<file path="src/rtl/fta_rr_arbiter.sv">
// Round-robin arbiter sharing one FTA 128-bit command bus between NPORTS masters,
// with per-master outstanding-read limits and channel-based response routing.

package fta_arb_pkg;
    typedef struct packed {
        logic [3:0]   core;
        logic [3:0]   channel;
        logic [7:0]   tranid;
    } fta_tranid_t;

    typedef struct packed {
        logic         cyc;
        logic         we;
        logic [15:0]  sel;
        fta_tranid_t  tid;
        logic [31:0]  padr;
        logic [127:0] data1;
    } fta_cmd_request128_t;

    typedef struct packed {
        fta_tranid_t  tid;
        logic         ack;
        logic         rty;
        logic         err;
        logic [31:0]  adr;
        logic [127:0] dat;
    } fta_cmd_response128_t;
endpackage

module fta_rr_arbiter
    import fta_arb_pkg::*;
#(
    parameter int NPORTS    = 4,
    parameter int CHAN_BASE = 0,
    parameter int MAX_OUT   = 4
) (
    input  logic                                 clk,
    input  logic                                 rst_n,
    input  fta_cmd_request128_t  [NPORTS-1:0]    req_i,
    output fta_cmd_response128_t [NPORTS-1:0]    resp_o,
    output fta_cmd_request128_t                  fta_req,
    input  fta_cmd_response128_t                 fta_resp
);
    localparam int PW = $clog2(NPORTS);
    localparam int CW = $clog2(MAX_OUT + 1);
    localparam logic [CW-1:0] OUT_LIMIT = CW'(MAX_OUT);
    localparam logic [PW-1:0] LAST_PORT = PW'(NPORTS - 1);

    logic [PW-1:0]       ptr_q, ptr_d;
    logic [CW-1:0]       outst_q [NPORTS];
    logic [CW-1:0]       outst_d [NPORTS];
    fta_cmd_request128_t fta_req_q, fta_req_d;

    logic [NPORTS-1:0]   elig, chan_hit, gnt, inc, dec;
    logic [PW-1:0]       gnt_idx, scan_idx;
    logic                gnt_any;

    for (genvar gi = 0; gi < NPORTS; gi++) begin : g_port
        assign chan_hit[gi] = (int'(fta_resp.tid.channel) == CHAN_BASE + gi);
        // Writes never count against the read limit, so a full counter only blocks reads.
        assign elig[gi]     = req_i[gi].cyc && !fta_resp.rty &&
                              (req_i[gi].we || (outst_q[gi] < OUT_LIMIT));
        assign inc[gi]      = gnt[gi] && !req_i[gi].we;
        assign dec[gi]      = fta_resp.ack && chan_hit[gi];
    end

    always_comb begin
        gnt_any  = 1'b0;
        gnt_idx  = '0;
        scan_idx = ptr_q;
        for (int k = 0; k < NPORTS; k++) begin
            if (!gnt_any && elig[scan_idx]) begin
                gnt_any = 1'b1;
                gnt_idx = scan_idx;
            end
            scan_idx = (scan_idx == LAST_PORT) ? '0 : scan_idx + 1'b1;
        end
        gnt = '0;
        if (gnt_any) begin
            gnt[gnt_idx] = 1'b1;
        end
    end

    always_comb begin
        for (int i = 0; i < NPORTS; i++) begin
            resp_o[i]     = '0;
            resp_o[i].tid = req_i[i].tid;
            if (chan_hit[i]) begin
                resp_o[i] = fta_resp;
            end
            resp_o[i].rty = !gnt[i];
        end
    end

    always_comb begin
        fta_req_d = fta_req_q;
        ptr_d     = ptr_q;
        if (!fta_resp.rty) begin
            if (gnt_any) begin
                fta_req_d = req_i[gnt_idx];
            end else begin
                fta_req_d = '0;
            end
        end
        if (gnt_any) begin
            ptr_d = (gnt_idx == LAST_PORT) ? '0 : gnt_idx + 1'b1;
        end
        for (int i = 0; i < NPORTS; i++) begin
            outst_d[i] = outst_q[i];
            if (inc[i] && !dec[i]) begin
                outst_d[i] = outst_q[i] + 1'b1;
            end else if (dec[i] && !inc[i] && (outst_q[i] != '0)) begin
                outst_d[i] = outst_q[i] - 1'b1;
            end
        end
    end

    always_ff @(posedge clk) begin
        if (!rst_n) begin
            ptr_q     <= '0;
            fta_req_q <= '0;
            for (int i = 0; i < NPORTS; i++) begin
                outst_q[i] <= '0;
            end
        end else begin
            ptr_q     <= ptr_d;
            fta_req_q <= fta_req_d;
            for (int i = 0; i < NPORTS; i++) begin
                outst_q[i] <= outst_d[i];
            end
        end
    end

    assign fta_req = fta_req_q;

endmodule

</file>
<file path="config.mk">
export PLATFORM = sky130hd
export DESIGN_NAME = fta_rr_arbiter
export DESIGN_NICKNAME = d
export VERILOG_FILES = /design/src/rtl/fta_rr_arbiter.sv
export SDC_FILE = /design/constraint.sdc
export NUM_CORES = 1
export LEC_CHECK = 0
export BUFFER_PORTS_ARGS = -buffer_cell sky130_fd_sc_hd__buf_4
export CORE_AREA = 2 2 731 733
export DETAILED_ROUTE_END_ITERATION = 12
export DIE_AREA = 0 0 733 735
export PLACE_DENSITY = 0.3
export SLEW_MARGIN = 20
export SYNTH_ARGS = -nofsm -noshare
export SYNTH_HDL_FRONTEND = slang
export SYNTH_SLANG_ARGS = --single-unit
</file>
<file path="constraint.sdc">
create_clock -name clk -period 7.7 [get_ports clk]
set_clock_uncertainty 0.2 [all_clocks]
set_input_delay 1.54 -clock clk [delete_from_list [all_inputs] [get_ports clk]]
set_output_delay 1.54 -clock clk [all_outputs]
set_load 0.005 [all_outputs]
</file>
==> impl_metrics.yaml <==
clocking:
  cts_buffers: 40
  cts_hold_buffers: 0
  cts_tree: "yes"
  clkSlewWorstSetupHoldPaths_ps: 60
  clock-root-buffer: "clkbuf_16"
  clock-sinks: 208
  clk_latency_ps: 680
  htreeDepth: 2
  postCtsSetupRepairBufs: 0
  clockBufferDepth: 3
  cts.repair.resized: 0
sta:
  worst_slew_pin_slew_ps: 1020
  rsz0062_at_grt: "no"
  finalCritPeriodShare_pct: 77.1
  slew_violations: 0
  tns_ps: 0
  relSlewSlack_pct: 32.0
  hold_viol_final: 0
  fin_ws_ps: 1760
  timing.fmax_ghz: 0.168
  setup_viol: 0
  min_period_ps: 5940
  hold_ws_ps: 264
logic_synthesis:
  synth.mux.area_fraction_pct: 24.0
  synth_seq_cells: 208
  synthDistinctLibCells: 61
  synthAdderAreaFrac_pct: 0.760
  synthXorXnorAreaFrac_pct: 0
  synth_cells: 2049
  synth_top_family_by_area: "simple AND/OR/NAND/NOR gates"
  synth_ff_type: "dfxtp_1"
  yosys.area_share.simple_pct: 28.4
  synth_compound_area_share_pct: 17.5
  ys_async_sr_fraction_pct: 0
  synth_fp_nets: 3015
  synth_area_sq_um: 18800
  yosys_warnings: 0
  synth_edf_count: 0
  syn_area_per_cell_sq_um: 9.16
  yosysSeqAreaShare_pct: 22.2
route:
  drcViolationCount: 0
  vias: 25500
  avgRoutedWirePerCell_um: 31.8
  drtIter0Drc: 1528
  wirelength_mm: 348
  drtPass1Iterations: 5
  drtAntennaViolNets: 0
  post_drt_via_cell_ratio: 2.33
placed_design:
  placed_cells: 10800
  gp_congestion: 0.905
  dp_slack_ps: 1650
  hpwl_mm: 313
  port_buffers: 1866
global_route:
  grt_max_degree: 115
  grt_usage_pct: 12.3
  gr-total-overflow: 0
  antenna_found_initial: 319
  grt_pass1_vias: 24500
  grt_pass1_wl_mm: 403
setup_path:
  setup.worst_path.start_class: "primary input"
  critPathKind: "primary input to primary output"
  critPathArrivalTime_ps: 4200
  cp_max_fo: 8
  reg2reg_slack_ps: 2930
  required_ps: 5960
  end_kind: "primary output"
floorplan:
  core_sq_um: 531000
  die_w_um: 733
  num_rows: 268
  floorplan.die_area_sq_um: 539000
  start_util_pct: 3.53
  dieHeight_um: 735
  ios: 1867
worst_hold_path:
  hold_path.class: "flip-flop to flip-flop"
flow_run:
  maxCapViolCount: 0
power_and_ir_drop:
  power.density_nw_per_um2: 268
  power_mw: 11.3
  p_leak_nw: 17.3
  ir_worst_vdd_mv: 0.309
layout:
  final.fill_count: 62400
  regArea_sq_um: 4160
  final_cells: 10900
  multi_input_area_sq_um: 13300
  final_nets: 4775
  drive_gt1_share_pct: 58.1
  area.growth.synth_to_final_pct: 126
status:
  status: "completed"
==> path summary, 6_finish.rpt <==
kind / start / end / cells after the start
worst max-delay path: fta_resp[161] / resp_o[161] / 10
worst min-delay path: fta_req[160] / fta_req[160] / 2
worst max register to register: ptr_q[1] / fta_req[61] / 10
worst min register to register: fta_req[160] / fta_req[160] / 2
==> flip-flops by register name, summed over array words and instances (netlist names) <==
name,flops
fta_req,194
outst_q,12
ptr_q,2
==> layout make-up <==
type	instances	share of cell area (%)
Timing Repair Buffer	1907	34.3
Multi-Input combinational cell	1639	31.5
Tap cell	7020	20.7
Sequential cell	208	9.82
Clock buffer	56	2.70
Antenna cell	85	0.502
Clock inverter	13	0.372
Inverter	13	0.115
==> where the power goes <==
| group | switching (mW) | internal (mW) |
|---|---|---|
| logic | 4.37 | 3.15 |
| registers | 0.278 | 1.53 |
| clock network | 0.884 | 1.13 |
| total | 5.54 | 5.81 |
==> cell usage after synthesis, types with 4 or more instances <==
cell type	number	area share [%]
or2_2	5	0.17
nor2_1	20	0.40
nand4_1	4	0.13
inv_1	13	0.26
buf_8	11	0.88
nor2b_1	20	0.67
o221ai_2	191	15
ha_1	5	0.33
a21oi_1	10	0.27
fa_1	4	0.43
nand2b_1	5	0.17
buf_12	23	2.5
buf_2	42	1.1
clkbuf_1	104	2.1
clkbuf_4	6	0.24
and2_1	645	22
o21ai_0	9	0.24
and3_1	4	0.13
mux2i_1	389	21
o32ai_1	4	0.19
nand2_1	218	4.4
mux2_2	51	3.1
dfxtp_1	208	22
==> critical path, stage by stage <==
cell,delay [ps]
buf_4,150
nand2b_4,160
or2_4,270
mux4_2,530
a21boi_1,180
a311oi_4,620
inv_1,170
ha_1,240
nand2_1,100
buf_4,220
==> routing by layer <==
metal,GRT usage [%],share of wire (%)
met4,4.74,4.9
met5,0,0.16
met1,13.7,38
met2,20.9,47
met3,5.05,9.7
==> layout by cell type, fill, tap and decap left out, types with 5 or more instances in the layout <==
master,synthesis,routed
nor2b_1,20,20
buf_12,23,17
diode_2,0,85
o221ai_2,191,191
a21oi_1,10,10
clkbuf_1,104,9
nand2_1,218,218
o21ai_0,9,9
clkinv_2,0,5
mux2i_1,389,387
clkbuf_8,0,6
dfxtp_1,208,208
nor2_1,20,20
nand2b_1,5,5
or2_2,5,5
ha_1,5,5
clkbuf_16,0,41
buf_4,1,1890
inv_1,13,13
and2_1,645,644
mux2_2,51,51
==> cell families after synthesis <==
logic type / count (synthesis)
AND/OR/NAND/NOR: 940
multiplexers: 442
AO/OA/AOI/OAI: 248
flip-flops: 208
buffers and inverters: 202
adder cells (fa/ha/maj): 9
==> through the flow <==
stage	area [sq um]	util, %
3_3_place_gp	40900	7.69
6_report	42400	7.98
4_1_cts	42200	7.94
3_5_place_dp	40900	7.69
5_1_grt	42300	7.96
2_1_floorplan	18800	-
Note: power is estimated with default switching activity, not from simulation.
